**src/rtl/soc_mst_burst_arbiter.sv**
```systemverilog
// Burst-granular round-robin arbiter for one shared SoC-bus master slot.
// One requester owns the slot for a whole len+1 beat burst; the debug master can optionally jump the queue.
module soc_mst_burst_arbiter #(
    parameter int   NrMasters     = 4,
    parameter int   LenWidth      = 8,
    parameter int   DbgIdx        = 1,
    parameter logic DbgPriority   = 1'b1,
    parameter int   TimeoutCycles = 1024
) (
    input  logic                          clk_i,
    input  logic                          rst_i,
    input  logic [NrMasters-1:0]          req_i,
    input  logic [NrMasters*LenWidth-1:0] len_i,
    input  logic                          beat_valid_i,
    input  logic                          beat_ready_i,
    output logic [NrMasters-1:0]          gnt_o,
    output logic [$clog2(NrMasters)-1:0]  gnt_idx_o,
    output logic                          busy_o,
    output logic                          last_o,
    output logic                          timeout_o
);

    localparam int IdxW = $clog2(NrMasters);
    localparam int WdW  = (TimeoutCycles > 0) ? $clog2(TimeoutCycles + 1) : 1;
    localparam logic [NrMasters-1:0] OneHot = NrMasters'(1);
    localparam logic [WdW-1:0]       WdLast = WdW'(TimeoutCycles - 1);

    typedef enum logic {
        IDLE  = 1'b0,
        BURST = 1'b1
    } state_t;

    state_t              state_q;
    logic [IdxW-1:0]     rr_q;
    logic [LenWidth-1:0] beat_cnt_q;
    logic [WdW-1:0]      wdog_q;

    logic            hs;
    logic [IdxW-1:0] win_idx;
    logic            win_dbg;
    logic            found;
    int              cand;

    // Beat handshake: a beat transfers only in a cycle where beat_valid_i and beat_ready_i are both high.
    assign hs        = beat_valid_i & beat_ready_i;
    assign busy_o    = (state_q == BURST);
    assign last_o    = busy_o & hs & (beat_cnt_q == '0);
    assign timeout_o = (TimeoutCycles > 0) & busy_o & ~hs & (wdog_q == WdLast);

    // Winner selection: debug override first, else first request at or after rr_q.
    always_comb begin
        win_idx = '0;
        win_dbg = 1'b0;
        found   = 1'b0;
        cand    = 0;
        if (DbgPriority && req_i[DbgIdx]) begin
            win_idx = IdxW'(DbgIdx);
            win_dbg = 1'b1;
        end else begin
            for (int i = 0; i < NrMasters; i++) begin
                cand = (int'(rr_q) + i) % NrMasters;
                if (!found && req_i[cand]) begin
                    win_idx = IdxW'(cand);
                    found   = 1'b1;
                end
            end
        end
    end

    always_ff @(posedge clk_i or posedge rst_i) begin
        if (rst_i) begin
            state_q    <= IDLE;
            gnt_o      <= '0;
            gnt_idx_o  <= '0;
            rr_q       <= '0;
            beat_cnt_q <= '0;
            wdog_q     <= '0;
        end else begin
            case (state_q)
                IDLE: begin
                    if (|req_i) begin
                        state_q    <= BURST;
                        gnt_o      <= OneHot << win_idx;
                        gnt_idx_o  <= win_idx;
                        beat_cnt_q <= len_i[int'(win_idx)*LenWidth +: LenWidth];
                        wdog_q     <= '0;
                        if (!win_dbg) begin
                            rr_q <= IdxW'((int'(win_idx) + 1) % NrMasters);
                        end
                    end
                end
                BURST: begin
                    // Final beat or watchdog expiry both release the slot; the request lines are not consulted.
                    if (last_o || timeout_o) begin
                        state_q   <= IDLE;
                        gnt_o     <= '0;
                        gnt_idx_o <= '0;
                        wdog_q    <= '0;
                    end else if (hs) begin
                        beat_cnt_q <= beat_cnt_q - 1'b1;
                        wdog_q     <= '0;
                    end else if (TimeoutCycles > 0) begin
                        wdog_q <= wdog_q + 1'b1;
                    end
                end
                default: begin
                    state_q <= IDLE;
                    gnt_o   <= '0;
                end
            endcase
        end
    end

endmodule

```
**config.mk**
```make
export PLATFORM = sky130hd
export DESIGN_NAME = soc_mst_burst_arbiter
export DESIGN_NICKNAME = d
export VERILOG_FILES = /design/src/rtl/soc_mst_burst_arbiter.sv
export SDC_FILE = /design/constraint.sdc
export NUM_CORES = 1
export LEC_CHECK = 0
export ABC_AREA = 1
export CELL_PAD_IN_SITES_DETAIL_PLACEMENT = 1
export CELL_PAD_IN_SITES_GLOBAL_PLACEMENT = 2
export CORE_ASPECT_RATIO = 0.9
export CORE_MARGIN = 3
export CORE_UTILIZATION = 30
export CTS_CLUSTER_SIZE = 14
export DETAILED_ROUTE_END_ITERATION = 7
export HOLD_SLACK_MARGIN = 0.06
export PLACE_DENSITY = 0.83
export SLEW_MARGIN = 20
export SYNTH_ARGS = -nofsm -noshare
export SYNTH_HDL_FRONTEND = slang
export SYNTH_SLANG_ARGS = --single-unit
```
**constraint.sdc**
```tcl
create_clock -name clk_i -period 3.3 [get_ports clk_i]
set_input_delay 0.66 -clock clk_i [delete_from_list [all_inputs] [get_ports clk_i]]
set_output_delay 0.66 -clock clk_i [all_outputs]
set_load 0.1 [all_outputs]
```
==> PnR_summary.wiki <==
{| class="wikitable"
! Metric !! Value
|-
| Result of the run || finished clean
|-
| Accumulated negative setup slack || 0 ns
|-
| Worst reg2reg path endpoint || beat_cnt_q[5]
|-
| Weighted congestion at the end of routability-driven global placement || 0.764
|-
| Commonest non-fill, non-tap cell in the layout || sky130_fd_sc_hd__nand2_1
|-
| Crit path launch || wdog_q[0]
|-
| Remaining global-route overflow || 0
|-
| Sequential cell area || 701 um^2
|-
| Global-route wire length before repair || 11.0 mm
|-
| Top area cells in the synthesized netlist || sky130_fd_sc_hd__dfrtp_1 31%, sky130_fd_sc_hd__nand2_1 14%, sky130_fd_sc_hd__inv_1 9.1%
|-
| Width of the chip || 97.5 um
|-
| Post-cts repair resize count || 0
|-
| Most frequent cells in the layout || 86 x sky130_fd_sc_hd__nand2_1, 55 x sky130_fd_sc_hd__inv_1, 40 x sky130_fd_sc_hd__nand3_1
|-
| Fin. max-slew vios || 0
|-
| Finish-stage setup viols || 0
|-
| Worst slew pin tran || 0.589 ns
|-
| Clock latency of the later-clocked register in the worst-skew pair || 0.28 ns
|-
| Finished layout cell area || 2930 um^2
|-
| Highest cell delay on the worst timing path || 0.41 ns
|-
| Clock slew at the register clock pins of the worst setup and hold paths || 0.11 ns
|-
| Total global routing track utilization || 15.5%
|-
| Final Skew || 0.00388 ns
|-
| Max-cap check violation count || 0
|-
| Portion of the post-synthesis area used by sequential elements || 31.0%
|-
| Maximum clock frequency || 377 MHz
|-
| RSZ-0062 raised after global routing || false
|-
| Total via count after detailed routing || 2289
|-
| Final antenna-violating net count || 0
|-
| Internal || 0.771 mW
|-
| Average cell area after synthesis || 6.77 um^2
|-
| Period utilisation layout || 80.4%
|-
| Via density || 4.78
|-
| Clk network pwr share || 21.6%
|-
| End point of the most critical hold path || gnt_o[3]
|-
| Switching pwr || 0.532 mW
|-
| Detailed Route WL || 6.42 mm
|-
| Count of filler cells inserted in the layout || 930
|-
| Crit path top cell by count || sky130_fd_sc_hd__nand2_1
|-
| Synthesis-stage register bit count || 28
|-
| H-tree lvl count || 1
|-
| Worst setup SP type || flop
|-
| Required time of the worst setup path || 2.64 ns
|-
| Cell chain of the critical path || ha_1, nand2_1, nor3_1, nand2_1, nor2_1, nand3_1, inv_1, buf_12
|-
| Y dimension of the die || 88.3 um
|-
| Largest net degree at the start of global routing || 29
|-
| Max-Slew Margin vs Limit || 60.6%
|-
| Portion of total power attributed to sequential cells || 36.4%
|-
| Total area of multi-input combinational cells || 1280 um^2
|-
| Top-level I/O count || 49
|-
| Post-DP HPWL || 5.14 mm
|-
| Placed inst area || 2860 um^2
|-
| Crit path max fanout || 3
|-
| Worst supply voltage drop on vdd || 0.228 mV
|-
| Count of cell types in the netlist || 33
|-
| Number of global-route vias before repair || 2342
|-
| Buffer levels on the longest clock path || 2
|-
| Worst reg2reg path startpoint || rr_q[0]
|-
| Antenna cell count || 0
|-
| Hold-fix buffers, CTS || 0
|-
| Core area || 7180 um^2
|-
| Number of post-CTS setup repair buffers || 0
|-
| Start point of the worst hold path || gnt_o[3]
|-
| Remaining routing DRC violations || 0
|-
| Final critical-path required period || 2.65 ns
|-
| Fraction of final layout cells sized beyond drive strength 1 || 14.0%
|-
| Std-Cell Rows || 29
|-
| Master of the slowest instance on the critical path || sky130_fd_sc_hd__dfrtp_1
|-
| Synthesis warning total || 0
|-
| Clock buffer count from CTS || 3
|-
| Cell taking the most area after synthesis || sky130_fd_sc_hd__dfrtp_1
|-
| WHS Path Cells || 2
|-
| Worst R2R Path Depth || 15
|-
| Length of the first detailed-routing pass in iterations || 4
|-
| Type of the worst setup path || reg -> out
|-
| # clock sinks || 28
|-
| Syn nets || 381
|-
| CTS root buf || sky130_fd_sc_hd__clkbuf_8
|-
| Mapped Area || 2260 um^2
|-
| P&R area growth vs syn || 29.7%
|-
| DRC marker count from the first detailed-route iteration || 38
|-
| Setup slack of the worst register-to-register path || 0.91 ns
|-
| Final number of hold-violating endpoints || 0
|-
| Switching part of the total || 40.8%
|-
| Share of the synthesized area in the top cell type || 31.0%
|-
| Net count reported at finish || 434
|-
| Cells after Synth || 334
|-
| Area of the die || 8610 um^2
|-
| Starting density of the core || 31.5%
|-
| Power density cells || 444 nW/um^2
|-
| Worst-case hold slack || 0.513 ns
|-
| WL per Instance || 13.4 um
|-
| CTS tree || done
|-
| Critical path data arrival time || 1.99 ns
|-
| Buffers on Ports || 48
|-
| Fraction of power consumed by combinational cells || 42.0%
|-
| Initial antenna violation count || 0
|-
| Class of the tightest hold or removal check || reg -> reg
|-
| Capturing element type of the critical path || output pin
|-
| Static leakage power || 1.48 nW
|}
-- logic make-up after synthesis --
kind of cell	count (synthesis)	synth area share [%]
buf+inv	67	12.7
compound gates	35	9.08
simple gates	192	41.3
xor+xnor	4	1.55
fa+ha+maj	7	3.88
flops	28	31.0
mux	1	0.443
-- worst max-delay path by stage --
stage / slack [ns] / endpoint / cells after the start
global placement: 0.43 / beat_cnt_q[5] / 16
finish: 0.65 / timeout_o / 8
floorplan: 0.28 / beat_cnt_q[2] / 7
CTS: 0.62 / timeout_o / 8
detailed placement: 0.41 / beat_cnt_q[5] / 16
global route: 0.37 / timeout_o / 8
-- registers in the layout, summed over array words and instances (netlist names) --
name	count
beat_cnt_q	8
busy_o	1
gnt_idx_o	2
gnt_o	4
rr_q	2
wdog_q	11
-- critical path: cells and delay by family, from the launching register on --
kind / cells / cell delay [ns]
AND/OR/NAND/NOR: 5 / 0.80
buffers and inverters: 2 / 0.30
flip-flops: 1 / 0.41
adder cells (fa/ha/maj): 1 / 0.19
-- metrics by stage --
| step | setup slack, ns | std cells | utilization, % | power, mW |
|---|---|---|---|---|
| 2_1_floorplan | 0.283 | 334 | - | 0.875 |
| 4_1_cts | 0.620 | 479 | 40.8 | 1.32 |
| 5_1_grt | 0.370 | 479 | 40.8 | 1.41 |
| 3_5_place_dp | 0.409 | 475 | 39.8 | 1.04 |
| 3_3_place_gp | 0.427 | 475 | 39.8 | 1.02 |
| 6_report | 0.647 | 479 | 40.8 | 1.30 |
-- cells in the mapped netlist --
library cell and instances:
sky130_fd_sc_hd__inv_1 55, sky130_fd_sc_hd__buf_6 3, sky130_fd_sc_hd__nor3_1 3, sky130_fd_sc_hd__clkinv_1 1, sky130_fd_sc_hd__ha_1 7, sky130_fd_sc_hd__nor2_1 22, sky130_fd_sc_hd__nor4_2 1, sky130_fd_sc_hd__nand2_2 9
sky130_fd_sc_hd__dfrtp_1 28, sky130_fd_sc_hd__nand2_4 2, sky130_fd_sc_hd__xor2_1 4, sky130_fd_sc_hd__nand3_2 2, sky130_fd_sc_hd__clkbuf_4 1, sky130_fd_sc_hd__nand4_1 15, sky130_fd_sc_hd__or3_1 1, sky130_fd_sc_hd__inv_2 3
sky130_fd_sc_hd__clkbuf_1 1, sky130_fd_sc_hd__nor2_4 2, sky130_fd_sc_hd__nor2_2 2, sky130_fd_sc_hd__nor4_1 2, sky130_fd_sc_hd__nand3_4 2, sky130_fd_sc_hd__a21oi_2 4, sky130_fd_sc_hd__a21oi_1 9, sky130_fd_sc_hd__o21ai_0 16
sky130_fd_sc_hd__a31o_2 1, sky130_fd_sc_hd__nand3_1 40, sky130_fd_sc_hd__inv_4 1, sky130_fd_sc_hd__a31oi_1 3, sky130_fd_sc_hd__o21ai_2 2, sky130_fd_sc_hd__or2_2 3, sky130_fd_sc_hd__mux2i_1 1, sky130_fd_sc_hd__buf_4 2
sky130_fd_sc_hd__nand2_1 86
-- layout make-up --
type	instances	area share [%]
multi-input cells	239	43.7
flip-flops and latches	28	23.9
repair buffers	55	18.3
inverters	60	7.77
well taps	93	3.97
clock buffers	3	1.41
clock inverters	1	1.02
-- metal layers --
| layer | global-route usage [%] | wire, um | up-vias |
|---|---|---|---|
| met3 | 2.99 | 229 | 2 |
| met5 | 0 | 0 | - |
| met2 | 27.6 | 2940 | 35 |
| met1 | 20.4 | 3210 | 1084 |
| li1 | - | - | 1168 |
| met4 | 1.89 | 26 | 0 |
-- power groups by stage --
stage | clock, mW | sequential [mW] | combinational, mW
3_3_place_gp | 0 | 0.478 | 0.540
2_1_floorplan | 0 | 0.516 | 0.360
5_1_grt | 0.307 | 0.484 | 0.617
3_5_place_dp | 0 | 0.480 | 0.555
4_1_cts | 0.288 | 0.473 | 0.557
6_report | 0.281 | 0.474 | 0.547
Power figures use the tool's default switching activity.
